[src/rtl/corr_pair_scheduler_if.sv]
// Bundle between the pair scheduler and its neighbours: snapshot buffer read port,
// correlation processor operand/result ports, covariance RAM write port and status.
interface corr_pair_scheduler_if #(
    parameter int unsigned DATA_WIDTH_BITS = 12,
    parameter int unsigned CH_W            = 2,
    parameter int unsigned SNAP_AW         = 6,
    parameter int unsigned PAIR_W          = 4
);
    localparam int unsigned RES_W = 2 * DATA_WIDTH_BITS + 1;

    logic                       i_start;

    logic                       o_rd_en;
    logic [SNAP_AW-1:0]         o_rd_addr;
    logic [CH_W-1:0]            o_rd_ch_x;
    logic [CH_W-1:0]            o_rd_ch_y;
    logic [DATA_WIDTH_BITS-1:0] i_rd_x_r;
    logic [DATA_WIDTH_BITS-1:0] i_rd_x_c;
    logic [DATA_WIDTH_BITS-1:0] i_rd_y_r;
    logic [DATA_WIDTH_BITS-1:0] i_rd_y_c;

    logic [DATA_WIDTH_BITS-1:0] o_x_r;
    logic [DATA_WIDTH_BITS-1:0] o_x_c;
    logic [DATA_WIDTH_BITS-1:0] o_y_r;
    logic [DATA_WIDTH_BITS-1:0] o_y_c;
    logic                       o_x_valid;
    logic                       o_y_valid;
    logic                       o_x_last;
    logic                       o_y_last;
    logic                       i_x_ready;
    logic                       i_y_ready;

    logic                       i_res_valid;
    logic [RES_W-1:0]           i_res_r;
    logic [RES_W-1:0]           i_res_c;

    logic                       o_wr_en;
    logic [PAIR_W-1:0]          o_wr_addr;
    logic [RES_W-1:0]           o_wr_r;
    logic [RES_W-1:0]           o_wr_c;

    logic                       o_busy;
    logic                       o_done;
    logic                       o_err;

    // Scheduler side
    modport master (
        input  i_start,
        output o_rd_en, o_rd_addr, o_rd_ch_x, o_rd_ch_y,
        input  i_rd_x_r, i_rd_x_c, i_rd_y_r, i_rd_y_c,
        output o_x_r, o_x_c, o_y_r, o_y_c, o_x_valid, o_y_valid, o_x_last, o_y_last,
        input  i_x_ready, i_y_ready,
        input  i_res_valid, i_res_r, i_res_c,
        output o_wr_en, o_wr_addr, o_wr_r, o_wr_c,
        output o_busy, o_done, o_err
    );

    // Environment side (buffer, processor, RAM, control)
    modport slave (
        output i_start,
        input  o_rd_en, o_rd_addr, o_rd_ch_x, o_rd_ch_y,
        output i_rd_x_r, i_rd_x_c, i_rd_y_r, i_rd_y_c,
        input  o_x_r, o_x_c, o_y_r, o_y_c, o_x_valid, o_y_valid, o_x_last, o_y_last,
        output i_x_ready, i_y_ready,
        output i_res_valid, i_res_r, i_res_c,
        input  o_wr_en, o_wr_addr, o_wr_r, o_wr_c,
        input  o_busy, o_done, o_err
    );
endinterface

[src/rtl/corr_pair_scheduler.sv]
// Walks every channel pair (p, q) with p <= q, streams one snapshot of x = ch p and
// y = conj(ch q) into the correlation processor, and writes each result to the
// covariance RAM at the pair index.
module corr_pair_scheduler #(
    parameter int unsigned DATA_WIDTH_BITS = 12,
    parameter int unsigned NUM_CH          = 4,
    parameter int unsigned CH_W            = 2,
    parameter int unsigned SNAP_LEN        = 64,
    parameter int unsigned SNAP_AW         = 6,
    parameter int unsigned PAIR_W          = 4,
    parameter int unsigned TIMEOUT         = 255
) (
    input logic                   i_clk,
    input logic                   i_reset,
    corr_pair_scheduler_if.master bus
);
    localparam int unsigned DW      = DATA_WIDTH_BITS;
    localparam int unsigned RES_W   = 2 * DW + 1;
    localparam int unsigned TIMER_W = (TIMEOUT > 0) ? $clog2(TIMEOUT + 1) : 1;

    localparam logic [SNAP_AW-1:0] K_LAST   = SNAP_AW'(SNAP_LEN - 1);
    localparam logic [CH_W-1:0]    CH_LAST  = CH_W'(NUM_CH - 1);
    localparam logic [TIMER_W-1:0] TMO_LAST = TIMER_W'(TIMEOUT);
    localparam logic [DW-1:0]      S_MIN    = {1'b1, {(DW - 1){1'b0}}};
    localparam logic [DW-1:0]      S_MAX    = {1'b0, {(DW - 1){1'b1}}};

    typedef enum logic [2:0] {StIdle, StLoad, StSend, StWaitRes, StWrite} state_e;

    state_e             state_q, state_d;
    logic [SNAP_AW-1:0] k_q;
    logic [CH_W-1:0]    p_q, q_q;
    logic [PAIR_W-1:0]  pair_q;
    logic [TIMER_W-1:0] timer_q;
    // High in the cycle a read is outstanding; LOAD waits one cycle for the data
    logic               rd_pend_q;
    logic [DW-1:0]      x_r_q, x_c_q, y_r_q, y_c_q;
    logic [RES_W-1:0]   wr_r_q, wr_c_q;
    logic               done_q, err_q;

    logic               hs, k_last, pair_last, tmo_hit;
    logic [DW-1:0]      y_c_conj;

    assign hs        = (state_q == StSend) & bus.i_x_ready & bus.i_y_ready;
    assign k_last    = (k_q == K_LAST);
    assign pair_last = (p_q == CH_LAST) & (q_q == CH_LAST);
    assign tmo_hit   = (timer_q == TMO_LAST);
    // Negating the most negative value overflows, so clamp it to the positive max
    assign y_c_conj  = (bus.i_rd_y_c == S_MIN) ? S_MAX : -bus.i_rd_y_c;

    // State register
    always_ff @(posedge i_clk) begin
        if (i_reset) begin
            state_q <= StIdle;
        end else begin
            state_q <= state_d;
        end
    end

    // Next-state decode
    always_comb begin
        state_d = state_q;
        unique case (state_q)
            StIdle:    if (bus.i_start) state_d = StLoad;
            StLoad:    if (!rd_pend_q) state_d = StSend;
            StSend:    if (hs) state_d = k_last ? StWaitRes : StLoad;
            StWaitRes: begin
                if (bus.i_res_valid) begin
                    state_d = StWrite;
                end else if (tmo_hit) begin
                    state_d = StIdle;
                end
            end
            StWrite:   state_d = pair_last ? StIdle : StLoad;
            default:   state_d = StIdle;
        endcase
    end

    // Counters, operand/result registers and status flags
    always_ff @(posedge i_clk) begin
        if (i_reset) begin
            k_q       <= '0;
            p_q       <= '0;
            q_q       <= '0;
            pair_q    <= '0;
            timer_q   <= '0;
            rd_pend_q <= 1'b0;
            x_r_q     <= '0;
            x_c_q     <= '0;
            y_r_q     <= '0;
            y_c_q     <= '0;
            wr_r_q    <= '0;
            wr_c_q    <= '0;
            done_q    <= 1'b0;
            err_q     <= 1'b0;
        end else begin
            rd_pend_q <= 1'b0;
            done_q    <= 1'b0;
            unique case (state_q)
                StIdle: begin
                    if (bus.i_start) begin
                        k_q       <= '0;
                        p_q       <= '0;
                        q_q       <= '0;
                        pair_q    <= '0;
                        err_q     <= 1'b0;
                        rd_pend_q <= 1'b1;
                    end
                end
                StLoad: begin
                    if (!rd_pend_q) begin
                        x_r_q <= bus.i_rd_x_r;
                        x_c_q <= bus.i_rd_x_c;
                        y_r_q <= bus.i_rd_y_r;
                        y_c_q <= y_c_conj;
                    end
                end
                StSend: begin
                    if (hs) begin
                        if (k_last) begin
                            timer_q <= '0;
                        end else begin
                            k_q <= k_q + 1'b1;
                        end
                    end
                end
                StWaitRes: begin
                    if (bus.i_res_valid) begin
                        wr_r_q <= bus.i_res_r;
                        wr_c_q <= bus.i_res_c;
                    end else if (tmo_hit) begin
                        err_q <= 1'b1;
                    end else begin
                        timer_q <= timer_q + 1'b1;
                    end
                end
                StWrite: begin
                    if (pair_last) begin
                        done_q <= 1'b1;
                    end else begin
                        // Upper-triangle walk: q runs p..NUM_CH-1, then p advances
                        if (q_q == CH_LAST) begin
                            p_q <= p_q + 1'b1;
                            q_q <= p_q + 1'b1;
                        end else begin
                            q_q <= q_q + 1'b1;
                        end
                        pair_q    <= pair_q + 1'b1;
                        k_q       <= '0;
                        rd_pend_q <= 1'b1;
                    end
                end
                default: ;
            endcase
        end
    end

    // Outputs; the next read is issued in the same cycle as the handshake
    always_comb begin
        bus.o_rd_en   = rd_pend_q | (hs & ~k_last);
        bus.o_rd_addr = (hs & ~k_last) ? (k_q + 1'b1) : k_q;
        bus.o_rd_ch_x = p_q;
        bus.o_rd_ch_y = q_q;
        bus.o_x_r     = x_r_q;
        bus.o_x_c     = x_c_q;
        bus.o_y_r     = y_r_q;
        bus.o_y_c     = y_c_q;
        bus.o_x_valid = (state_q == StSend);
        bus.o_y_valid = (state_q == StSend);
        bus.o_x_last  = (state_q == StSend) & k_last;
        bus.o_y_last  = (state_q == StSend) & k_last;
        bus.o_wr_en   = (state_q == StWrite);
        bus.o_wr_addr = pair_q;
        bus.o_wr_r    = wr_r_q;
        bus.o_wr_c    = wr_c_q;
        bus.o_busy    = (state_q != StIdle);
        bus.o_done    = done_q;
        bus.o_err     = err_q;
    end
endmodule
[src/flat_wrapper.sv]
// flat-port wrapper written by rule: the top's interface ports become plain ports
module corr_pair_scheduler_flat 
#(
    parameter int unsigned DATA_WIDTH_BITS = 12,
    parameter int unsigned NUM_CH          = 4,
    parameter int unsigned CH_W            = 2,
    parameter int unsigned SNAP_LEN        = 64,
    parameter int unsigned SNAP_AW         = 6,
    parameter int unsigned PAIR_W          = 4,
    parameter int unsigned TIMEOUT         = 255
)
  (i_clk, i_reset, bus_i_start, bus_o_rd_en, bus_o_rd_addr, bus_o_rd_ch_x, bus_o_rd_ch_y, bus_i_rd_x_r, bus_i_rd_x_c, bus_i_rd_y_r, bus_i_rd_y_c, bus_o_x_r, bus_o_x_c, bus_o_y_r, bus_o_y_c, bus_o_x_valid, bus_o_y_valid, bus_o_x_last, bus_o_y_last, bus_i_x_ready, bus_i_y_ready, bus_i_res_valid, bus_i_res_r, bus_i_res_c, bus_o_wr_en, bus_o_wr_addr, bus_o_wr_r, bus_o_wr_c, bus_o_busy, bus_o_done, bus_o_err);
  corr_pair_scheduler_if #(.DATA_WIDTH_BITS(DATA_WIDTH_BITS), .CH_W(CH_W), .SNAP_AW(SNAP_AW), .PAIR_W(PAIR_W)) bus_i ();
  input logic i_clk;
  input logic i_reset;
  input wire logic [$bits(bus_i.i_start)-1:0] bus_i_start;
  output wire logic [$bits(bus_i.o_rd_en)-1:0] bus_o_rd_en;
  output wire logic [$bits(bus_i.o_rd_addr)-1:0] bus_o_rd_addr;
  output wire logic [$bits(bus_i.o_rd_ch_x)-1:0] bus_o_rd_ch_x;
  output wire logic [$bits(bus_i.o_rd_ch_y)-1:0] bus_o_rd_ch_y;
  input wire logic [$bits(bus_i.i_rd_x_r)-1:0] bus_i_rd_x_r;
  input wire logic [$bits(bus_i.i_rd_x_c)-1:0] bus_i_rd_x_c;
  input wire logic [$bits(bus_i.i_rd_y_r)-1:0] bus_i_rd_y_r;
  input wire logic [$bits(bus_i.i_rd_y_c)-1:0] bus_i_rd_y_c;
  output wire logic [$bits(bus_i.o_x_r)-1:0] bus_o_x_r;
  output wire logic [$bits(bus_i.o_x_c)-1:0] bus_o_x_c;
  output wire logic [$bits(bus_i.o_y_r)-1:0] bus_o_y_r;
  output wire logic [$bits(bus_i.o_y_c)-1:0] bus_o_y_c;
  output wire logic [$bits(bus_i.o_x_valid)-1:0] bus_o_x_valid;
  output wire logic [$bits(bus_i.o_y_valid)-1:0] bus_o_y_valid;
  output wire logic [$bits(bus_i.o_x_last)-1:0] bus_o_x_last;
  output wire logic [$bits(bus_i.o_y_last)-1:0] bus_o_y_last;
  input wire logic [$bits(bus_i.i_x_ready)-1:0] bus_i_x_ready;
  input wire logic [$bits(bus_i.i_y_ready)-1:0] bus_i_y_ready;
  input wire logic [$bits(bus_i.i_res_valid)-1:0] bus_i_res_valid;
  input wire logic [$bits(bus_i.i_res_r)-1:0] bus_i_res_r;
  input wire logic [$bits(bus_i.i_res_c)-1:0] bus_i_res_c;
  output wire logic [$bits(bus_i.o_wr_en)-1:0] bus_o_wr_en;
  output wire logic [$bits(bus_i.o_wr_addr)-1:0] bus_o_wr_addr;
  output wire logic [$bits(bus_i.o_wr_r)-1:0] bus_o_wr_r;
  output wire logic [$bits(bus_i.o_wr_c)-1:0] bus_o_wr_c;
  output wire logic [$bits(bus_i.o_busy)-1:0] bus_o_busy;
  output wire logic [$bits(bus_i.o_done)-1:0] bus_o_done;
  output wire logic [$bits(bus_i.o_err)-1:0] bus_o_err;
  assign bus_i.i_start = bus_i_start;
  assign bus_o_rd_en = bus_i.o_rd_en;
  assign bus_o_rd_addr = bus_i.o_rd_addr;
  assign bus_o_rd_ch_x = bus_i.o_rd_ch_x;
  assign bus_o_rd_ch_y = bus_i.o_rd_ch_y;
  assign bus_i.i_rd_x_r = bus_i_rd_x_r;
  assign bus_i.i_rd_x_c = bus_i_rd_x_c;
  assign bus_i.i_rd_y_r = bus_i_rd_y_r;
  assign bus_i.i_rd_y_c = bus_i_rd_y_c;
  assign bus_o_x_r = bus_i.o_x_r;
  assign bus_o_x_c = bus_i.o_x_c;
  assign bus_o_y_r = bus_i.o_y_r;
  assign bus_o_y_c = bus_i.o_y_c;
  assign bus_o_x_valid = bus_i.o_x_valid;
  assign bus_o_y_valid = bus_i.o_y_valid;
  assign bus_o_x_last = bus_i.o_x_last;
  assign bus_o_y_last = bus_i.o_y_last;
  assign bus_i.i_x_ready = bus_i_x_ready;
  assign bus_i.i_y_ready = bus_i_y_ready;
  assign bus_i.i_res_valid = bus_i_res_valid;
  assign bus_i.i_res_r = bus_i_res_r;
  assign bus_i.i_res_c = bus_i_res_c;
  assign bus_o_wr_en = bus_i.o_wr_en;
  assign bus_o_wr_addr = bus_i.o_wr_addr;
  assign bus_o_wr_r = bus_i.o_wr_r;
  assign bus_o_wr_c = bus_i.o_wr_c;
  assign bus_o_busy = bus_i.o_busy;
  assign bus_o_done = bus_i.o_done;
  assign bus_o_err = bus_i.o_err;
  corr_pair_scheduler #(.DATA_WIDTH_BITS(DATA_WIDTH_BITS), .NUM_CH(NUM_CH), .CH_W(CH_W), .SNAP_LEN(SNAP_LEN), .SNAP_AW(SNAP_AW), .PAIR_W(PAIR_W), .TIMEOUT(TIMEOUT)) u_core (.i_clk(i_clk), .i_reset(i_reset), .bus(bus_i));
endmodule
[config.mk]
export PLATFORM = sky130hd
export DESIGN_NAME = corr_pair_scheduler_flat
export DESIGN_NICKNAME = d
export VERILOG_FILES = /design/src/rtl/corr_pair_scheduler_if.sv /design/src/rtl/corr_pair_scheduler.sv /design/src/flat_wrapper.sv
export SDC_FILE = /design/constraint.sdc
export NUM_CORES = 1
export LEC_CHECK = 0
export CAP_MARGIN = 25
export CORE_MARGIN = 2
export CORE_UTILIZATION = 43
export DETAILED_ROUTE_END_ITERATION = 10
export PLACE_DENSITY = 0.92
export SKIP_CTS_REPAIR_TIMING = 1
export SLEW_MARGIN = 20
export SYNTH_ARGS = -nofsm -noshare
export SYNTH_HDL_FRONTEND = slang
export SYNTH_SLANG_ARGS = --single-unit
[constraint.sdc]
create_clock -name i_clk -period 2.5 [get_ports i_clk]
set_input_delay 0.625 -clock i_clk [delete_from_list [all_inputs] [get_ports i_clk]]
set_output_delay 0.625 -clock i_clk [all_outputs]
set_load 0.03 [all_outputs]
==> flow_summary.json <==
{
  "avgViaCountPerCell": 5.268,
  "timing.rr.start": "u_core.state_q[0]$_SDFFE_PP0P_",
  "synth_area_um2": 5308,
  "grt_max_degree": 73,
  "netlist_top_cells_area": "dfxtp_1, nand2_1, a21oi_1",
  "power.leakage_uw": 0.003108,
  "setup_tns_ns": -0.9224,
  "synth_top_area_share_pct": 47.52,
  "synth-main-ff-cell": "dfxtp_1",
  "synthCells": 642,
  "num_vias": 5410,
  "clk_latency_ns": 0.41,
  "status": "finished with violations",
  "layout_common_cells": "clkdlybuf4s50_1, nand2_1, dfxtp_1",
  "dpl.hpwl_mm": 10.67,
  "die_y_um": 115.1,
  "diodes": 0,
  "initial_utilization_pct": 44.19,
  "routed_wirelength_mm": 15.76,
  "slew_headroom_pct": 66.37,
  "irDropWorstVdd_mv": 0.5831,
  "min-delay-start": "u_core.bus.o_wr_r[18]$_SDFFE_PP0P_",
  "numCtsBuffers": 17,
  "final_area_um2": 8492,
  "worstPathArrival_ns": 2.10,
  "cts_buffer_depth": 2,
  "syn_to_final_growth_pct": 60.00,
  "cp-end-kind": "output port",
  "syn_nets": 752,
  "yosys_warnings": 0,
  "synth_largest_area_cell": "dfxtp_1",
  "final-setup-viol-count": 6,
  "drive_gt1_share_pct": 11.36,
  "register_area_um2": 2527,
  "synth_edf_count": 0,
  "nNetsFinal": 977,
  "drv_slew": 0,
  "worstSetupPathType": "reg -> out",
  "finalCritPeriodShare_pct": 109.0,
  "grt.overflow.total": 0,
  "powerDensity_nw_per_um2": 712.6,
  "port-buffer-count": 224,
  "violations": "setup timing",
  "multi_input_area_um2": 2596,
  "async_flop_share_pct": 0,
  "post_dp_cell_area_um2": 7734,
  "rows": 40,
  "antenna_found_initial": 0,
  "hold_class": "reg -> reg",
  "ant_nets": 0,
  "layout_commonest_cell": "clkdlybuf4s50_1",
  "gr-usage-all-layers_pct": 22.84,
  "clock-sinks": 126,
  "ys_seq_elements": 126,
  "tritoncts": "built",
  "route.detailed.drc": 0,
  "r2r_setup_slack_ns": 0.53,
  "ys_seq_area_share_pct": 47.52,
  "gp_congestion": 0.8299,
  "final_util_pct": 70.70,
  "setup_ws_ns": -0.2242,
  "finalClockSkew_ns": 0.005632,
  "cp_max_fo": 4,
  "cap_violations": 0,
  "tightest_slew_ns": 0.5036,
  "drt-pass1-iter-count": 4,
  "die-area_um2": 13250,
  "worstSetupStartpointType": "flip-flop",
  "drt_iter0_drc": 392,
  "placed_cells": 990,
  "worst-endpoint-required_ns": 1.88,
  "finalHoldViolations": 0,
  "core_area_um2": 12010,
  "synth_cell_type_count": 65,
  "fillCellCount": 846,
  "die_w_um": 115.1,
  "grt_pass1_vias": 5123,
  "wl_per_cell_um": 15.35,
  "grt_pass1_wl_mm": 24.03,
  "period_needed_ns": 2.724,
  "cts.htree.levels": 4,
  "synth_area_per_cell_um2": 8.267,
  "cts-root-buf": "clkbuf_16",
  "critPathLaunch": "u_core.k_q[1]$_SDFFE_PP0P_",
  "rsz0062_at_grt": "true",
  "clk_pin_slew_ns": 0.05,
  "stdcell_count": 1027,
  "boundaryPins": 225,
  "timing.fmax_mhz": 367.1
}
per-stage QoR:
step | setup WS, ns | hold WS [ns] | total power, µW
floorplan | -0.02424 | 0.4563 | 2936
global placement | -0.2647 | 0.4405 | 3458
detailed placement | -0.3129 | 0.4457 | 3478
CTS | -0.3079 | 0.4534 | 6080
global route | -0.3323 | 0.4647 | 6283
finish | -0.2242 | 0.4522 | 6052
critical path, cell delays in order (launching register included):
cell	delay [ns]
dfxtp_2	0.33
ha_4	0.15
and4_4	0.21
a2111oi_4	0.36
buf_4	0.18
nand4_1	0.12
xnor2_2	0.19
buf_6	0.15
cell type report:
class / instances / share of cell area, %
clock buffer: 18 / 5.172
clock inverter: 14 / 2.269
inverter: 11 / 0.4862
multi-input combinational: 459 / 30.57
sequential: 126 / 29.76
tap: 147 / 2.166
timing repair buffer: 252 / 29.57
path summary, 6_finish.rpt:
kind / endpoint / cells past startpoint
setup / recovery: bus_o_rd_addr[3] / 7
hold / removal: u_core.bus.o_wr_r[18]$_SDFFE_PP0P_ / 2
setup reg to reg: u_core.bus.o_y_c[8]$_SDFFE_PP0P_ / 5
hold reg to reg: u_core.bus.o_wr_r[18]$_SDFFE_PP0P_ / 2
power by group:
group	internal [µW]	switching (µW)	total [µW]
Sequential	2130	79.1	2210
Clock	1690	895	2590
Combinational	551	704	1260
sequential cells by signal, summed over array words and instances (netlist names):
| register | count |
|---|---|
| u_core.bus.o_wr_c | 25 |
| u_core.bus.o_x_r | 12 |
| u_core.bus.o_x_c | 12 |
| u_core.bus.o_err | 1 |
| u_core.state_q | 3 |
| u_core.timer_q | 8 |
| u_core.bus.o_wr_addr | 4 |
| u_core.bus.o_y_r | 12 |
| u_core.bus.o_y_c | 12 |
| u_core.bus.o_rd_ch_x | 2 |
| u_core.k_q | 6 |
| u_core.rd_pend_q | 1 |
| u_core.bus.o_wr_r | 25 |
| u_core.bus.o_done | 1 |
| u_core.bus.o_rd_ch_y | 2 |
synth_stat cells (2+ instances only):
cell type,number
nand4b_1,2
o21ai_0,5
a21oi_1,96
xnor2_1,8
nor2_1,29
a41oi_1,3
nor4_1,4
a32o_1,2
a21o_1,2
nand3_1,8
nor2b_1,2
nand2_1,185
xor2_1,6
a211oi_1,14
buf_1,4
inv_1,10
and4_1,2
a31oi_1,4
nor3_1,7
a211oi_2,3
nor3b_1,3
buf_4,7
ha_1,6
buf_2,11
o2111ai_1,2
mux2i_1,4
clkbuf_1,23
nand4_1,3
o211ai_1,3
a311oi_1,5
o21a_1,2
nand2b_1,8
and3_1,8
nand3b_1,4
nor3b_2,2
dfxtp_1,126
cells by family (layout without fill, tap and decap cells):
group | count (synthesis) | after routing | synth area share [%]
adder cells (fa/ha/maj) | 6 | 6 | 1.414
multiplexers | 5 | 5 | 0.9665
AND/OR/NAND/NOR | 279 | 279 | 23.81
buffers and inverters | 57 | 295 | 4.927
flip-flops | 126 | 126 | 47.52
AO/OA/AOI/OAI | 155 | 155 | 19.05
XOR/XNOR | 14 | 14 | 2.310
layer usage:
| metal | vias to the layer above | global-route usage, % | wire length, µm |
|---|---|---|---|
| li1 | 2660 | - | - |
| met1 | 2486 | 25.65 | 6154 |
| met2 | 228 | 37.84 | 7761 |
| met3 | 36 | 8.909 | 1415 |
| met4 | 0 | 11.41 | 431 |
| met5 | - | 0 | 0 |
Power figures use the tool's default switching activity.
